$ cat src/rtl/ebus_dev_responder.sv
// EBUS device responder: decodes controller select/function, runs the
// demand/transfer handshake, and models a simple device with a data register,
// busy/done status and a PI request level.
module ebus_dev_responder #(
  parameter logic [0:6]  DEV_CS      = 7'o10,
  parameter int unsigned ACK_DELAY   = 2,
  parameter int unsigned BUSY_CYCLES = 16,
  parameter logic [0:17] IVEC        = 18'o000040
) (
  input  logic        clk,
  input  logic        rst_n,
  input  logic [0:6]  ebus_cs,
  input  logic [0:2]  ebus_func,
  input  logic        ebus_demand,
  input  logic [0:35] ebus_data_in,
  output logic        ebus_xfer,
  output logic        ebus_drive,
  output logic [0:35] ebus_data_out,
  output logic [0:7]  ebus_pi
);

  localparam int unsigned DLY_W  = 4;
  localparam int unsigned BCNT_W = 16;
  localparam int unsigned DATA_W = 36;
  localparam int unsigned PI_W   = 8;
  localparam int unsigned LVL_W  = 3;

  localparam logic [0:2] F_CONO  = 3'b000;
  localparam logic [0:2] F_CONI  = 3'b001;
  localparam logic [0:2] F_DATAO = 3'b010;
  localparam logic [0:2] F_DATAI = 3'b011;
  localparam logic [0:2] F_PISV  = 3'b100;

  typedef enum logic [1:0] {IDLE, WAIT, XFER} state_t;

  state_t              state_q, state_d;
  logic [0:2]          func_q, func_d;
  logic [DLY_W-1:0]    dly_q, dly_d;
  logic [0:DATA_W-1]   data_q, data_d;
  logic [LVL_W-1:0]    level_q, level_d;
  logic                busy_q, busy_d;
  logic                done_q, done_d;
  logic [BCNT_W-1:0]   bcnt_q, bcnt_d;
  logic                xfer_q, xfer_d;
  logic                drive_q, drive_d;
  logic [0:DATA_W-1]   dout_q, dout_d;
  logic [0:PI_W-1]     pi_q, pi_d;

  logic                capture;
  logic                pi_ok;
  logic                func_ok;
  logic                is_read;
  logic                start;
  logic                clr_done;
  logic                complete;
  logic [0:DATA_W-1]   read_word;

  assign pi_ok   = done_q && (level_q != '0);
  assign func_ok = (ebus_func == F_CONO) || (ebus_func == F_CONI) ||
                   (ebus_func == F_DATAO) || (ebus_func == F_DATAI) ||
                   ((ebus_func == F_PISV) && pi_ok);
  assign is_read = (func_q == F_CONI) || (func_q == F_DATAI) || (func_q == F_PISV);

  // Handshake FSM next state; capture marks the edge that enters XFER.
  always_comb begin
    state_d = state_q;
    func_d  = func_q;
    dly_d   = dly_q;
    capture = 1'b0;
    case (state_q)
      IDLE: begin
        if (ebus_demand && (ebus_cs == DEV_CS) && func_ok) begin
          state_d = WAIT;
          func_d  = ebus_func;
          dly_d   = DLY_W'(ACK_DELAY);
        end
      end
      WAIT: begin
        if (!ebus_demand) begin
          state_d = IDLE;
        end else if (dly_q == '0) begin
          state_d = XFER;
          capture = 1'b1;
        end else begin
          dly_d = dly_q - DLY_W'(1);
        end
      end
      XFER: begin
        if (!ebus_demand) state_d = IDLE;
      end
      default: state_d = IDLE;
    endcase
  end

  // Device datapath: write effects, busy timer, PI line and read mux.
  always_comb begin
    start     = capture && ((func_q == F_DATAO) || ((func_q == F_CONO) && ebus_data_in[31]));
    clr_done  = capture && (func_q == F_CONO) && ebus_data_in[30];
    complete  = busy_q && (bcnt_q == BCNT_W'(1));

    data_d  = data_q;
    level_d = level_q;
    if (capture && (func_q == F_DATAO)) data_d = ebus_data_in;
    if (capture && (func_q == F_CONO)) begin
      if (ebus_data_in[29]) data_d = '0;
      level_d = ebus_data_in[33:35];
    end

    busy_d = busy_q;
    done_d = done_q;
    bcnt_d = bcnt_q;
    if (start) begin
      busy_d = 1'b1;
      done_d = 1'b0;
      bcnt_d = BCNT_W'(BUSY_CYCLES);
    end else begin
      if (busy_q) bcnt_d = bcnt_q - BCNT_W'(1);
      if (complete) begin
        busy_d = 1'b0;
        done_d = 1'b1;
      end else if (clr_done) begin
        done_d = 1'b0;
      end
    end

    pi_d = '0;
    if (pi_ok) pi_d[level_q] = 1'b1;

    read_word = '0;
    case (func_q)
      F_CONI: begin
        read_word[30]    = done_q;
        read_word[31]    = busy_q;
        read_word[32]    = |pi_q;
        read_word[33:35] = level_q;
      end
      F_DATAI: read_word = data_q;
      default: read_word = {18'b0, IVEC};
    endcase

    xfer_d  = (state_q == XFER) && ebus_demand;
    drive_d = xfer_d && is_read;
    dout_d  = drive_d ? read_word : '0;
  end

  // All state and registered outputs.
  always_ff @(posedge clk or negedge rst_n) begin
    if (!rst_n) begin
      state_q <= IDLE;
      func_q  <= '0;
      dly_q   <= '0;
      data_q  <= '0;
      level_q <= '0;
      busy_q  <= 1'b0;
      done_q  <= 1'b0;
      bcnt_q  <= '0;
      xfer_q  <= 1'b0;
      drive_q <= 1'b0;
      dout_q  <= '0;
      pi_q    <= '0;
    end else begin
      state_q <= state_d;
      func_q  <= func_d;
      dly_q   <= dly_d;
      data_q  <= data_d;
      level_q <= level_d;
      busy_q  <= busy_d;
      done_q  <= done_d;
      bcnt_q  <= bcnt_d;
      xfer_q  <= xfer_d;
      drive_q <= drive_d;
      dout_q  <= dout_d;
      pi_q    <= pi_d;
    end
  end

  assign ebus_xfer     = xfer_q;
  assign ebus_drive    = drive_q;
  assign ebus_data_out = dout_q;
  assign ebus_pi       = pi_q;

endmodule

$ cat config.mk
export PLATFORM = sky130hd
export DESIGN_NAME = ebus_dev_responder
export DESIGN_NICKNAME = d
export VERILOG_FILES = /design/src/rtl/ebus_dev_responder.sv
export SDC_FILE = /design/constraint.sdc
export NUM_CORES = 1
export LEC_CHECK = 0
export ABC_AREA = 1
export BUFFER_PORTS_ARGS = -buffer_cell sky130_fd_sc_hd__clkbuf_2
export CAP_MARGIN = 30
export CORE_MARGIN = 4
export CORE_UTILIZATION = 59
export CTS_CLUSTER_SIZE = 28
export DETAILED_ROUTE_END_ITERATION = 8
export PLACE_DENSITY = 0.85
export SLEW_MARGIN = 20
export SYNTH_ARGS = -nofsm -noshare
export SYNTH_HDL_FRONTEND = slang
export SYNTH_SLANG_ARGS = --single-unit
$ cat constraint.sdc
create_clock -name clk -period 2.47 [get_ports clk]
set_clock_uncertainty 0.15 [all_clocks]
set_input_delay 0.1235 -clock clk [delete_from_list [all_inputs] [get_ports clk]]
set_output_delay 0.1235 -clock clk [all_outputs]
set_load 0.03 [all_outputs]
==> impl_metrics.yaml <==
sta:
  fmax_mhz: 446.2
  tightest_slew_ns: 0.7032
  rsz0062_at_grt: "no"
  final.period_utilization_pct: 90.73
  slew-limit-headroom_pct: 53.12
  final-hold-violation-count: 0
  setup_violations: 0
  fin_crit_ns: 2.241
  setup_tns_ns: 0
  slew_viol_final: 0
synth:
  synth_seq_cells: 112
  syn-mean-instance-area_um2: 8.560
  syn-num-nets: 600
  syn_inst: 548
  yosys_warnings: 0
  yosysUniqueCellTypes: 29
  synth_top_area_cell: "dfrtp_1"
  ys_seq_area_share_pct: 59.75
  synth_top_area_share_pct: 59.75
  synth_area_leaders: "dfrtp_1 (60%), nor2_1 (13%), nand2_1 (7.9%)"
  synth.cell_area_um2: 4691
global_route:
  grt_antenna_before_repair: 0
  grt_pass1_wl_um: 19530
  grt_max_degree: 56
  grt_pass1_vias: 4166
  grtUsageTotal_pct: 25.17
  overflow: 0
min_path:
  hold_path_class: "primary input to async pin"
power_and_ir_drop:
  p_leak_nw: 3.142
  p_per_area_nw_per_um2: 598.0
  vdd_drop_max_v: 0.0003801
setup_path:
  crit_path_start_kind: "flip-flop"
  slowest_stage: "clkinv_2"
  arrival_ns: 2.33
  critPathKind: "flip-flop to flip-flop"
  worst-path-buf-inv: 2
  critical_path_required_ns: 2.56
  crit_chain: "inv_1 > ha_1 > nand3_1 > nor2_4 > nand2_2 > clkinv_2 > nor2_1 > nor3_1"
  max_stage_delay_ns: 0.49
  path_max_fanout: 36
  path_delay_family: "simple AND/OR/NAND/NOR gates"
  worstRegToRegCells: 8
  reg2reg_slack_ns: 0.23
  crit_cells: 8
  cp-end-kind: "flip-flop"
clock_network:
  numCtsBuffers: 9
  cts_tree: "done"
  h-tree-depth: 3
  clk_pin_slew_ns: 0.11
  cts_root_buffer: "clkbuf_8"
  cts_resized: 0
  clk_latency_ns: 0.37
  cts_num_sinks: 112
  ctsLongestPathBuffers: 2
cells_and_area:
  utilization_pct: 76.17
  area_growth_pct: 25.47
  nFillCells: 535
  antenna_cells: 0
  final_cell_mix: "nor2_1 (161), dfrtp_1 (112), nand2_1 (99), clkbuf_2 (93), inv_1 (46)"
  final_common_cell: "nor2_1"
  drive_above_1_share_pct: 18.43
  nNetsFinal: 736
detailed_routing:
  wire_per_inst_um: 14.30
  met3_length_um: 750
  drt-vias-per-instance: 5.239
  wl_met2_um: 5807
  drt_wl_total_um: 11310
  num_vias: 4144
  first_iter_violations: 329
  firstDrtPassIters: 5
  wl_met1_um: 4509
  drc: 0
  postRouteAntennaNets: 0
  top_layer_used: "met4"
run_status:
  outcome: "complete, no violations"
die:
  core_um2: 7727
  die_area_um2: 9441
  start_util_pct: 60.70
  die_y_um: 97.17
  rows: 32
  fp.dieW_um: 97.17
  io_pins: 95
job:
  max_cap_viol_count: 0
place:
  numPortBuffers: 94
  gp_congestion: 0.9203
  dpl.hpwl_um: 7344
[layout make-up]
| cell class | instances | area, µm² | share of cell area [%] |
|---|---|---|---|
| Sequential cell | 112 | 2803 | 47.62 |
| Tap cell | 102 | 127.6 | 2.168 |
| Clock buffer | 9 | 123.9 | 2.105 |
| Inverter | 50 | 188.9 | 3.210 |
| Multi-Input combinational cell | 369 | 1595 | 27.10 |
| Timing Repair Buffer | 142 | 968.4 | 16.45 |
| Clock inverter | 7 | 78.83 | 1.339 |
[Yosys cell counts (all sizes together)]
cell type,number
nor4,1
o22ai,1
xor2,3
nand3,19
nand4,6
nor2,163
dfrtp,112
nand3b,1
nor3,44
or2,1
nand2,102
clkinv,2
inv,48
nor3b,1
o21ai,11
o21a,1
conb,1
buf,13
a21oi,10
clkbuf,4
ha,3
o211ai,1
[state kept, by name (all words and copies together) (netlist names)]
name           flops
bcnt_q            16
ebus_data_out     36
done_q             1
level_q            3
state_q            2
dly_q              4
ebus_xfer          1
ebus_pi            8
func_q             3
data_q            36
busy_q             1
ebus_drive         1
[where the power goes]
part	internal (mW)	total [mW]	leakage, nW	switching [mW]
Combinational	0.179	0.435	1.54	0.256
Sequential	1.90	1.97	1.51	0.0667
Clock	0.480	1.12	0.0977	0.637
[cell families (layout without fill, tap and decap cells)]
kind of cell             Yosys count  in the layout  share of synthesized area (%)
AO/OA/AOI/OAI                     24             24                          2.774
XOR/XNOR                           3              3                         0.5603
adder cells (fa/ha/maj)            3              3                         0.8003
buffers and inverters             67            208                          6.241
flip-flops                       112            112                          59.75
other                              1              1                        0.07994
AND/OR/NAND/NOR                  338            338                          29.80
[layer usage]
layer  vias to the layer above  global-route usage, %
met2                       162                  42.83
li1                       1973                      -
met4                         0                  8.855
met3                        25                  5.312
met5                         -                      0
met1                      1984                  32.02
[final timing paths]
kind,from,end
setup reg to reg,dly_q[0]$_DFFE_PN0P_,data_q[2]$_DFF_PN0_
min in group clk,ebus_cs[3],func_q[1]$_DFFE_PN0P_
setup / recovery,dly_q[0]$_DFFE_PN0P_,data_q[2]$_DFF_PN0_
max in group asynchronous,rst_n,data_q[15]$_DFF_PN0_
hold / removal,rst_n,ebus_data_out[26]$_DFF_PN0_
hold reg to reg,level_q[2]$_DFFE_PN0N_,ebus_pi[1]$_DFF_PN0_
[worst register-to-register path: stages (launching register included)]
cell	delay, ns
dfrtp_1	0.36
inv_1	0.07
ha_1	0.23
nand3_1	0.15
nor2_4	0.07
nand2_2	0.28
clkinv_2	0.49
nor2_1	0.24
nor3_1	0.08
[through the flow]
| step | power (mW) | instance area (µm²) | setup WS [ns] | std cells | hold slack (ns) |
|---|---|---|---|---|---|
| 3_5_place_dp | 2.385 | 5245 | 0.2536 | 733 | 0.06609 |
| 2_1_floorplan | 2.227 | 4691 | 0.7662 | 548 | -0.3221 |
| 6_report | 3.520 | 5886 | 0.2290 | 791 | 0.1743 |
| 5_1_grt | 3.689 | 5886 | 0.02902 | 791 | 0.2401 |
| 4_1_cts | 3.520 | 5858 | 0.2433 | 790 | 0.1951 |
| 3_3_place_gp | 2.358 | 5245 | 0.3762 | 733 | 0.06019 |
[repair_timing]
item,in CTS,in global routing
buffers inserted,0,0
hold endpoints to repair,97,0
hold buffers,41,0
endpoints found under the setup margin,0,0
(Power assumes the default switching activity.)
